### src/rtl/uart_receiver.sv
// 8N1 UART receive path with mid-bit sampling, valid/ack handshake, framing and overrun flags.
// Define UART_RX_PARITY_EN for 8E1 framing with a parity_err output.
module uart_receiver #(
    parameter int CLK_FREQ    = 50_000_000,
    parameter int BAUD_RATE   = 115200,
    parameter int DIV_COUNTER = CLK_FREQ / BAUD_RATE,
    parameter int HALF_DIV    = DIV_COUNTER / 2
) (
    input  logic       clk,
    input  logic       reset,
    input  logic       RxD,
    input  logic       rx_ack,
    output logic [7:0] RxData,
    output logic       rx_valid,
    output logic       busy,
`ifdef UART_RX_PARITY_EN
    output logic       parity_err,
`endif
    output logic       framing_err,
    output logic       overrun_err
);

    localparam int CW = $clog2(DIV_COUNTER);
    localparam logic [CW-1:0] DIV_LAST  = CW'(DIV_COUNTER - 1);
    localparam logic [CW-1:0] HALF_LAST = CW'(HALF_DIV - 1);

    typedef enum logic [2:0] {
        S_IDLE   = 3'd0,
        S_START  = 3'd1,
        S_DATA   = 3'd2,
`ifdef UART_RX_PARITY_EN
        S_PARITY = 3'd3,
`endif
        S_STOP   = 3'd4
    } state_t;

    // Even parity over data plus received parity bit; 1 means the frame is bad.
    function automatic logic parity_bad(input logic [7:0] data, input logic par_bit);
        return ^{data, par_bit};
    endfunction

    state_t        state_q, state_d;
    logic [CW-1:0] cnt_q, cnt_d;
    logic [2:0]    bit_idx_q, bit_idx_d;
    logic [7:0]    shift_q, shift_d;
    logic [7:0]    rx_data_q, rx_data_d;
    logic          rx_valid_q, rx_valid_d;
    logic          busy_q, busy_d;
    logic          framing_err_q, framing_err_d;
    logic          overrun_err_q, overrun_err_d;
    logic          rx_meta_q, rx_meta_d;
    logic          rx_sync_q, rx_sync_d;
    logic          rx_prev_q, rx_prev_d;
    logic          fall_s;
    logic          frame_ok_s;
    logic          par_fail_s;
`ifdef UART_RX_PARITY_EN
    logic          par_bit_q, par_bit_d;
    logic          parity_err_q, parity_err_d;
`endif

    // State, datapath and output registers.
    always_ff @(posedge clk or posedge reset) begin
        if (reset) begin
            state_q       <= S_IDLE;
            cnt_q         <= '0;
            bit_idx_q     <= 3'd0;
            shift_q       <= 8'd0;
            rx_data_q     <= 8'd0;
            rx_valid_q    <= 1'b0;
            busy_q        <= 1'b0;
            framing_err_q <= 1'b0;
            overrun_err_q <= 1'b0;
            rx_meta_q     <= 1'b1;
            rx_sync_q     <= 1'b1;
            rx_prev_q     <= 1'b1;
`ifdef UART_RX_PARITY_EN
            par_bit_q     <= 1'b0;
            parity_err_q  <= 1'b0;
`endif
        end else begin
            state_q       <= state_d;
            cnt_q         <= cnt_d;
            bit_idx_q     <= bit_idx_d;
            shift_q       <= shift_d;
            rx_data_q     <= rx_data_d;
            rx_valid_q    <= rx_valid_d;
            busy_q        <= busy_d;
            framing_err_q <= framing_err_d;
            overrun_err_q <= overrun_err_d;
            rx_meta_q     <= rx_meta_d;
            rx_sync_q     <= rx_sync_d;
            rx_prev_q     <= rx_prev_d;
`ifdef UART_RX_PARITY_EN
            par_bit_q     <= par_bit_d;
            parity_err_q  <= parity_err_d;
`endif
        end
    end

    // Next-state, sampling and handshake logic.
    always_comb begin
        state_d       = state_q;
        cnt_d         = cnt_q;
        bit_idx_d     = bit_idx_q;
        shift_d       = shift_q;
        rx_data_d     = rx_data_q;
        rx_valid_d    = rx_valid_q;
        framing_err_d = 1'b0;
        overrun_err_d = 1'b0;
        frame_ok_s    = 1'b0;
        par_fail_s    = 1'b0;
        rx_meta_d     = RxD;
        rx_sync_d     = rx_meta_q;
        rx_prev_d     = rx_sync_q;
        fall_s        = rx_prev_q & ~rx_sync_q;
`ifdef UART_RX_PARITY_EN
        par_bit_d     = par_bit_q;
        parity_err_d  = 1'b0;
`endif

        case (state_q)
            S_IDLE: begin
                cnt_d = '0;
                if (fall_s) begin
                    state_d = S_START;
                end else begin
                    state_d = S_IDLE;
                end
            end
            S_START: begin
                if (cnt_q == HALF_LAST) begin
                    cnt_d     = '0;
                    bit_idx_d = 3'd0;
                    // A start bit that is high again at mid-bit was only a glitch.
                    if (!rx_sync_q) begin
                        state_d = S_DATA;
                    end else begin
                        state_d = S_IDLE;
                    end
                end else begin
                    cnt_d = cnt_q + 1'b1;
                end
            end
            S_DATA: begin
                if (cnt_q == DIV_LAST) begin
                    cnt_d   = '0;
                    shift_d = {rx_sync_q, shift_q[7:1]};
                    if (bit_idx_q == 3'd7) begin
`ifdef UART_RX_PARITY_EN
                        state_d = S_PARITY;
`else
                        state_d = S_STOP;
`endif
                    end else begin
                        bit_idx_d = bit_idx_q + 3'd1;
                    end
                end else begin
                    cnt_d = cnt_q + 1'b1;
                end
            end
`ifdef UART_RX_PARITY_EN
            S_PARITY: begin
                if (cnt_q == DIV_LAST) begin
                    cnt_d     = '0;
                    par_bit_d = rx_sync_q;
                    state_d   = S_STOP;
                end else begin
                    cnt_d = cnt_q + 1'b1;
                end
            end
`endif
            S_STOP: begin
                if (cnt_q == DIV_LAST) begin
                    cnt_d   = '0;
                    state_d = S_IDLE;
`ifdef UART_RX_PARITY_EN
                    par_fail_s   = parity_bad(shift_q, par_bit_q);
                    parity_err_d = par_fail_s;
`endif
                    framing_err_d = ~rx_sync_q;
                    frame_ok_s    = rx_sync_q & ~par_fail_s;
                end else begin
                    cnt_d = cnt_q + 1'b1;
                end
            end
            default: begin
                state_d = S_IDLE;
                cnt_d   = '0;
            end
        endcase

        // A completing frame may be loaded in the same cycle the consumer acks the old one.
        if (frame_ok_s) begin
            if (!rx_valid_q || rx_ack) begin
                rx_data_d  = shift_q;
                rx_valid_d = 1'b1;
            end else begin
                overrun_err_d = 1'b1;
            end
        end else if (rx_valid_q && rx_ack) begin
            rx_valid_d = 1'b0;
        end else begin
            rx_valid_d = rx_valid_q;
        end

        busy_d = (state_d != S_IDLE);
    end

    assign RxData      = rx_data_q;
    assign rx_valid    = rx_valid_q;
    assign busy        = busy_q;
    assign framing_err = framing_err_q;
    assign overrun_err = overrun_err_q;
`ifdef UART_RX_PARITY_EN
    assign parity_err  = parity_err_q;
`endif

endmodule

### config.mk
export PLATFORM = sky130hd
export DESIGN_NAME = uart_receiver
export DESIGN_NICKNAME = d
export VERILOG_FILES = /design/src/rtl/uart_receiver.sv
export SDC_FILE = /design/constraint.sdc
export NUM_CORES = 1
export LEC_CHECK = 0
export ABC_AREA = 1
export BUFFER_PORTS_ARGS = -buffer_cell sky130_fd_sc_hd__buf_2
export CAP_MARGIN = 20
export CORE_ASPECT_RATIO = 0.5
export CORE_MARGIN = 2
export CORE_UTILIZATION = 58
export DETAILED_ROUTE_END_ITERATION = 8
export GPL_ROUTABILITY_DRIVEN = 0
export PLACE_DENSITY = 0.85
export SLEW_MARGIN = 20
export SYNTH_ARGS = -nofsm -noshare
export SYNTH_HDL_FRONTEND = slang
export SYNTH_SLANG_ARGS = --single-unit
### constraint.sdc
create_clock -name clk -period 1.6 [get_ports clk]
set_input_delay 0.16 -clock clk [delete_from_list [all_inputs] [get_ports clk]]
set_output_delay 0.16 -clock clk [all_outputs]
set_load 0.01 [all_outputs]
==> results of run 1 <==
-- layer usage --
metal / global-route usage / part of all wire
met5: 0 / 0
met4: 0.113 / 0.033
met3: 0.0574 / 0.034
met2: 0.280 / 0.44
met1: 0.275 / 0.49
-- worst min-delay path by stage --
stage	startpoint	to	slack [ns]	depth (start not counted)
floorplan	RxD	rx_meta_q$_DFF_PP1_	0.16	0
global placement	RxD	rx_meta_q$_DFF_PP1_	0.27	1
detailed placement	RxD	rx_meta_q$_DFF_PP1_	0.27	1
CTS	rx_ack	rx_valid$_DFFE_PP0P_	0.20	4
global route	rx_ack	overrun_err$_DFF_PP0_	0.35	4
finish	rx_ack	overrun_err$_DFF_PP0_	0.31	4
-- critical path: stages (launching register included) --
cell and delay, ns:
dfrtp_1 0.41, ha_1 0.21, ha_1 0.17, inv_1 0.08, nand2_1 0.09, nand2_2 0.11
nand3_1 0.14, nand2_1 0.10, nand2_1 0.05
-- state kept, by name, indices dropped and copies added (netlist names) --
signal,cells
RxData,8
state_q,3
rx_valid,1
rx_prev_q,1
framing_err,1
shift_q,8
overrun_err,1
rx_meta_q,1
rx_prev_d,1
bit_idx_q,3
cnt_q,9
busy,1
-- cells in the mapped netlist --
cell	number
nand2_1	48
dfrtp_1	35
inv_1	32
nor2_1	24
o21ai_0	10
o21ai_2	8
nand3_1	6
ha_1	5
nand4_1	4
dfstp_2	3
nand2_2	3
inv_2	2
nand3_4	2
nor2_2	2
nor2_4	2
nor3_1	2
xor2_1	2
a31oi_1	1
buf_2	1
buf_6	1
clkinv_2	1
nand2_4	1
o21ai_1	1
xnor2_1	1
-- timing repair --
| action | CTS | global route |
|---|---|---|
| hold buffers | 2 | 0 |
| endpoints found under the setup margin | 0 | 19 |
| endpoints found under the hold margin | 36 | 0 |
| gates resized for setup | 0 | 4 |
-- report_power, final --
| group | internal, mW | switching [mW] |
|---|---|---|
| clock | 0.309 | 0.305 |
| combinational | 0.125 | 0.204 |
| sequential | 1.04 | 0.0777 |
-- layout make-up --
class / instances / area (um2)
inverter: 35 / 133
clock buffer: 8 / 80.1
fill: 220 / 942
tap: 40 / 50.0
multi-input combinational: 123 / 681
timing repair buffer: 18 / 103
sequential: 38 / 955
-- through the flow --
| step | total power, mW | instances |
|---|---|---|
| 3_3_place_gp | 1.44 | 251 |
| 3_5_place_dp | 1.46 | 251 |
| 5_1_grt | 2.20 | 262 |
| 4_1_cts | 2.08 | 261 |
| 2_1_floorplan | 1.38 | 197 |
| 6_report | 2.06 | 262 |
-- cell usage in the layout, fill, tap and decap left out, drive strengths merged --
| master | n |
|---|---|
| a31oi | 1 |
| buf | 16 |
| clkbuf | 8 |
| clkinv | 1 |
| dfrtp | 35 |
| dfstp | 3 |
| dlygate4sd3 | 2 |
| ha | 5 |
| inv | 34 |
| nand2 | 52 |
| nand3 | 9 |
| nand4 | 4 |
| nor2 | 28 |
| nor3 | 2 |
| o21ai | 19 |
| xnor2 | 1 |
| xor2 | 2 |
-- kinds of logic after synthesis --
kind of cell / Yosys count / share of synthesized area
AOI/OAI and AO/OA: 20 / 0.0747
xor gates and xnor gates: 3 / 0.0149
adders and majority gates: 5 / 0.0356
buffers and inverters: 37 / 0.0846
DFF: 38 / 0.543
and+or+nand+nor: 94 / 0.248
==> flow_summary.json, run 1 <==
{
  "cp-start-kind": "flip-flop",
  "row_count": 14,
  "wl_per_cell_um": 11.4,
  "p_leak_nw": 1.03,
  "die_y_um": 42.9,
  "grt_pass1_vias": 1210,
  "core-area_mm2": 0.00294,
  "synth_area_leaders": "dfrtp_1 (50%), nand2_1 (10%), inv_1 (6.8%), nor2_1 (5.1%), dfstp_2 (4.5%)",
  "slew_headroom": 0.693,
  "worstRegToRegCells": 8,
  "overflow": 0,
  "vdd_ir_drop_max_mv": 0.576,
  "io_pins": 16,
  "clockBufferDepth": 2,
  "path_clk_slew_ns": 0.07,
  "hold_class": "in2reg",
  "crit_type": "reg2reg",
  "cts_tree": "yes",
  "cts_root_buffer": "clkbuf_8",
  "fin_crit_sh": 0.913,
  "dp_hpwl_um": 2050,
  "postCtsSetupRepairBufs": 0,
  "cts_made_buffers": 5,
  "syn_to_final_growth_pct": 13.7,
  "antenna_found_initial": 0,
  "rsz0062_at_grt": "no",
  "nNetsFinal": 230,
  "hold_ws_ns": 0.312,
  "outcome": "finished, final reports clean",
  "preCtsSetupSlack_ns": 0.119,
  "finalSetupTns_ns": 0,
  "critPathCapture": "bit_idx_q[2]$_DFFE_PP0P_",
  "n_antenna_cell": 0,
  "num_vias": 1268,
  "io_buffers": 15,
  "synth_top_area_cell": "dfrtp_1",
  "drv_cap": 0,
  "end_kind": "flip-flop",
  "drt_iter0_drc": 71,
  "die_w_um": 81.9,
  "cellPowerDensity_mw_per_mm2": 1030,
  "worstReg2RegEnd": "bit_idx_q[2]$_DFFE_PP0P_",
  "synth-warning-count": 0,
  "clock.fmax_mhz": 685,
  "rrSetupSlack_ns": 0.14,
  "final_cell_area_mm2": 0.00200,
  "startpoint": "bit_idx_q[0]$_DFFE_PP0P_",
  "crit_fanout": 4,
  "netlist_instances": 197,
  "synth.yosys.seq_area_share": 0.543,
  "cts.sinks": 38,
  "h-tree-depth": 2,
  "drc": 0,
  "place_area_mm2": 0.00188,
  "syn_area_per_cell_um2": 8.93,
  "totalWireLength_um": 2990,
  "yosysTopAreaCellShare": 0.498,
  "grt_pass1_wl_um": 5090,
  "crit_required_ns": 1.78,
  "min_period_ns": 1.46,
  "worstSkewPairLatency_ns": 0.29,
  "initial_core_util": 0.598,
  "dr.pass1.iters": 4,
  "drive_gt1_frac": 0.221,
  "synth-seq-cells": 38,
  "crit_arrival_ns": 1.64,
  "hold_viol_final": 0,
  "r2r_start": "bit_idx_q[0]$_DFFE_PP0P_",
  "worst_slew_pin_slew_ns": 0.457,
  "drv_slew": 0,
  "synth.distinct_cells": 24,
  "fin_util": 0.680,
  "avgViaCountPerCell": 4.84,
  "setup_slack_ns": 0.140,
  "skew_ns": 0.00431,
  "finalSetupViolCount": 0,
  "grt_start_max_net_pins": 39,
  "dieArea_mm2": 0.00352,
  "synthesis.area_mm2": 0.00176,
  "synth_fp_nets": 206,
  "ant_nets": 0,
  "grt.total_usage": 0.198
}
Power figures use the tool's default switching activity.
==> run 2: changes to the inputs <==
--- a/config.mk
+++ b/config.mk
@@ -10,10 +10,10 @@
 export CAP_MARGIN = 20
 export CORE_ASPECT_RATIO = 0.5
 export CORE_MARGIN = 2
-export CORE_UTILIZATION = 58
+export CORE_UTILIZATION = 52
 export DETAILED_ROUTE_END_ITERATION = 8
 export GPL_ROUTABILITY_DRIVEN = 0
-export PLACE_DENSITY = 0.85
+export PLACE_DENSITY = 0.81
 export SLEW_MARGIN = 20
 export SYNTH_ARGS = -nofsm -noshare
 export SYNTH_HDL_FRONTEND = slang
==> constraint.sdc (replaced) <==
create_clock -name clk -period 1.3 [get_ports clk]
set_input_delay 0.13 -clock clk [delete_from_list [all_inputs] [get_ports clk]]
set_output_delay 0.13 -clock clk [all_outputs]
set_load 0.01 [all_outputs]
==> flow_summary.json, run 2 (synthesis results as in run 1) <==
{
  "outcome": "finished, violations left",
  "violations": "setup timing",
  "drv_cap": 0,
  "crit_type": "reg2reg",
  "mostFrequentLayoutCell": "dfrtp_1",
  "num_vias": 1661,
  "vdd_ir_drop_max_mv": 1.29,
  "totalWireLength_um": 5700,
  "dp_hpwl_um": 2530,
  "core-area_mm2": 0.00312,
  "antenna_found_initial": 0,
  "initial_core_util": 0.564,
  "setup_slack_ns": -0.266,
  "grt-busiest-layer": "met2",
  "die_w_um": 86.3,
  "drc": 0,
  "finalSetupViolCount": 35,
  "cts.sinks": 38,
  "clock.fmax_mhz": 638,
  "largest_reg_flops": 9,
  "crit_arrival_ns": 1.76,
  "ant_nets": 0,
  "largest-register": "cnt_q",
  "rsz0062_at_grt": "yes",
  "end_kind": "flip-flop",
  "die_y_um": 45.1,
  "drive_gt1_frac": 0.496,
  "p_leak_nw": 1.20,
  "drt_iter0_drc": 143,
  "multiInputGateArea_um2": 932,
  "hold_ws_ns": 0.323,
  "nNetsFinal": 260,
  "hold_class": "in2reg",
  "worst_slew_pin_slew_ns": 0.480,
  "finalNonFillerCells": 292,
  "seq_area_um2": 956,
  "grt.met1_usage": 0.317,
  "crit_path_cell_trace": "inv_2, ha_4, nand2_4, nor2_4, nand2_4, clkinv_4, nand3_4, nand2_1, o21ai_2",
  "cts_made_buffers": 5,
  "min_period_ns": 1.57,
  "cts_root_buffer": "clkbuf_8",
  "cp-start-kind": "flip-flop",
  "avgViaCountPerCell": 5.69,
  "dieArea_mm2": 0.00389,
  "wl_per_cell_um": 19.5,
  "crit_path_frequent_cell": "nand2_4",
  "overflow": 0,
  "dr.pass1.iters": 4,
  "grt_use_met2": 0.436,
  "n_antenna_cell": 0,
  "row_count": 14,
  "cts_tree": "yes",
  "cp_slowest_cell": "dfrtp_1",
  "crit_required_ns": 1.49,
  "syn_to_final_growth_pct": 43.5,
  "grt_start_max_net_pins": 39,
  "grt.met3_usage": 0.0786,
  "fin_crit_sh": 1.20,
  "clockBufferDepth": 2,
  "cellPowerDensity_mw_per_mm2": 1310,
  "max_stage_delay_ns": 0.41,
  "dp_cells": 271,
  "io_buffers": 15,
  "drv_slew": 0,
  "preCtsSetupSlack_ns": -0.175,
  "place_area_mm2": 0.00203,
  "grt.total_usage": 0.255,
  "worstSkewPairLatency_ns": 0.31,
  "crit_fanout": 8,
  "slew_headroom": 0.680,
  "grt_pass1_wl_um": 7220,
  "path_clk_slew_ns": 0.08,
  "final_cell_area_mm2": 0.00252,
  "skew_ns": 0.00863,
  "hold_viol_final": 0,
  "fillers": 149,
  "grt_pass1_vias": 1514,
  "fin_total_pwr_mw": 3.31,
  "h-tree-depth": 2,
  "final_cell_mix": "dfrtp_1 (34), inv_1 (29), nand2_1 (29)",
  "io_pins": 16
}
run 2: cell types whose count changed in the layout (fill, tap and decap cells not counted), sizes merged:
| cell | delta |
|---|---|
| nand3 | +2 |
| clkbuf | -2 |
| buf | +28 |
| clkinvlp | +1 |
| clkinv | +1 |
run 2: layer usage:
layer  share of wire  wire [um]
met1            0.41       2320
met2            0.48       2740
met3           0.063        360
met4           0.048        275
met5               0          0
run 2: cell type report:
type,instances,share of cell area
well taps,40,0.0198
inverters,35,0.0560
clock buffers,6,0.0327
flip-flops and latches,38,0.379
clock inverters,2,0.00496
multi-input cells,125,0.369
repair buffers,46,0.138
run 2: path summary, 6_finish.rpt:
check | start | end | slack, ns | cells past startpoint
worst min register to register | rx_meta_q$_DFF_PP1_ | rx_prev_d$_DFF_PP1_ | 0.36 | 0
max in group asynchronous | reset | cnt_q[0]$_DFF_PP0_ | 0.42 | 4
worst min-delay path | rx_ack | overrun_err$_DFF_PP0_ | 0.32 | 4
min in group asynchronous | reset | RxData[3]$_DFFE_PP0P_ | 0.51 | 4
worst max register to register | cnt_q[1]$_DFF_PP0_ | RxData[6]$_DFFE_PP0P_ | -0.27 | 9
worst max-delay path | cnt_q[1]$_DFF_PP0_ | RxData[6]$_DFFE_PP0P_ | -0.27 | 9
run 2: what timing repair did:
item | 4_1_cts | 5_1_grt
gates resized for setup | 24 | 55
hold endpoints to repair | 36 | 0
hold buffers | 2 | 0
gates cloned | 2 | 1
endpoints found under the setup margin | 31 | 35
pin swaps | 13 | 20
buffers inserted | 2 | 7
run 2: through the flow:
stage,setup TNS (ns),util
finish,-4.49,0.809
global route,-5.83,0.809
CTS,-3.24,0.723
detailed placement,-3.43,0.652
global placement,-1.50,0.652
floorplan,-0.455,-
run 2: critical path, delay by kind of cell (launching register included):
| kind | cells | cell delay, ns |
|---|---|---|
| AOI/OAI and AO/OA | 1 | 0.09 |
| adders and majority gates | 1 | 0.14 |
| buffers and inverters | 2 | 0.18 |
| and+or+nand+nor | 5 | 0.64 |
| DFF | 1 | 0.41 |
run 2: where the power goes:
group / internal [mW] / switching [mW]
Sequential: 1.28 / 0.116
Clock: 0.427 / 0.465
Combinational: 0.458 / 0.560
==> run 3: changes to the inputs <==
--- a/config.mk
+++ b/config.mk
@@ -13,7 +13,7 @@
 export CORE_UTILIZATION = 52
 export DETAILED_ROUTE_END_ITERATION = 8
 export GPL_ROUTABILITY_DRIVEN = 0
-export PLACE_DENSITY = 0.81
+export PLACE_DENSITY = 0.79
 export SLEW_MARGIN = 20
 export SYNTH_ARGS = -nofsm -noshare
 export SYNTH_HDL_FRONTEND = slang
==> flow_summary.json, run 3 (synthesis results as in run 1) <==
{
  "outcome": "finished, violations left",
  "violations": "setup timing",
  "end_kind": "flip-flop",
  "dp_hpwl_um": 2530,
  "crit_arrival_ns": 1.74,
  "totalWireLength_um": 4640,
  "fin_util": 0.761,
  "drive_gt1_frac": 0.451,
  "finalSetupViolCount": 34,
  "finalSetupTns_ns": -3.74,
  "nNetsFinal": 252,
  "fin_total_pwr_mw": 3.03,
  "drv_cap": 0,
  "crit_required_ns": 1.52,
  "clockBufferDepth": 2,
  "cts_made_buffers": 5,
  "h-tree-depth": 2,
  "grt.total_usage": 0.240,
  "syn_to_final_growth_pct": 34.9,
  "crit_fanout": 4,
  "ant_nets": 0,
  "largest-register": "cnt_q",
  "setup_slack_ns": -0.216,
  "vdd_ir_drop_max_mv": 1.01,
  "row_count": 14,
  "min_period_ns": 1.52,
  "grt_pass1_vias": 1476,
  "avgViaCountPerCell": 5.34,
  "slew_headroom": 0.658,
  "rsz0062_at_grt": "yes",
  "io_pins": 16,
  "core-area_mm2": 0.00312,
  "largest_reg_flops": 9,
  "cts_tree": "yes",
  "wl_per_cell_um": 16.3,
  "die_w_um": 86.3,
  "hold_ws_ns": 0.295,
  "drv_slew": 0,
  "overflow": 0,
  "skew_ns": 0.00870,
  "grt_start_max_net_pins": 28,
  "n_antenna_cell": 0,
  "dr.pass1.iters": 5,
  "cts.sinks": 38,
  "final_cell_mix": "dfrtp_1 (34), nand2_1 (31), inv_1 (27)",
  "dieArea_mm2": 0.00389,
  "crit_type": "reg2reg",
  "antenna_found_initial": 0,
  "worst_slew_pin_slew_ns": 0.512,
  "cts_root_buffer": "clkbuf_8",
  "cp-start-kind": "flip-flop",
  "clock.fmax_mhz": 660,
  "num_vias": 1516,
  "drc": 0,
  "fin_crit_sh": 1.17,
  "grt_pass1_wl_um": 6890,
  "path_clk_slew_ns": 0.08,
  "io_buffers": 15,
  "hold_viol_final": 0,
  "mostFrequentLayoutCell": "dfrtp_1",
  "die_y_um": 45.1,
  "cellPowerDensity_mw_per_mm2": 1280,
  "hold_class": "in2reg",
  "worstSkewPairLatency_ns": 0.29,
  "p_leak_nw": 1.17,
  "drt_iter0_drc": 84,
  "initial_core_util": 0.564
}
==> run 3: metal layers <==
layer	vias to the layer above	wire length [um]	GRT usage
li1	699	-	-
met1	714	1860	0.309
met2	85	2260	0.405
met3	18	379	0.0658
met4	0	137	0.0813
met5	-	0	0
==> run 3: area by class of cell <==
class                      count  area, um2
clock buffer                   7       86.3
clock inverter                 1       5.00
fill                         177        744
inverter                      35        141
multi-input combinational    123        847
sequential                    38        956
tap                           40       50.0
timing repair buffer          40        288
==> run 3: path summary, 6_finish.rpt <==
path | startpoint | cells after the start | slack, ns | to
max reg2reg | cnt_q[0]$_DFF_PP0_ | 9 | -0.22 | bit_idx_q[0]$_DFFE_PP0P_
max | cnt_q[0]$_DFF_PP0_ | 9 | -0.22 | bit_idx_q[0]$_DFFE_PP0P_
max in group asynchronous | reset | 4 | 0.31 | cnt_q[0]$_DFF_PP0_
min reg2reg | rx_meta_q$_DFF_PP1_ | 0 | 0.36 | rx_prev_d$_DFF_PP1_
min in group asynchronous | reset | 3 | 0.46 | busy$_DFF_PP0_
min | rx_ack | 4 | 0.30 | rx_valid$_DFFE_PP0P_
==> run 3: critical path, cell delays in order, from the launching register on <==
cell and delay [ns]:
dfrtp_2 0.46, inv_1 0.08, ha_1 0.16, nand2_1 0.08, nor2_2 0.11, nand2_2 0.11
nand2_4 0.14, buf_4 0.14, nand4_1 0.08, nand2_1 0.09
==> run 3: what timing repair did <==
action,CTS,global route
pin swaps,13,11
endpoints found under the setup margin,26,34
setup buffers,1,1
cloned,1,0
resized for setup,34,28
endpoints found under the hold margin,9,0
hold buffers,2,0
==> run 3: per-stage QoR <==
stage	setup slack, ns	instance area, um2	instances
after floorplan	-0.0738	1770	197
after detailed placement	-0.176	2040	271
after CTS	-0.102	2280	283
after global routing	-0.264	2370	284
after global placement	-0.0934	2040	271
final	-0.216	2370	284
==> run 3: where the power goes <==
part | switching, mW | internal [mW] | leakage, nW
combinational | 0.442 | 0.355 | 0.615
clock | 0.425 | 0.428 | 0.0482
sequential | 0.0996 | 1.28 | 0.504
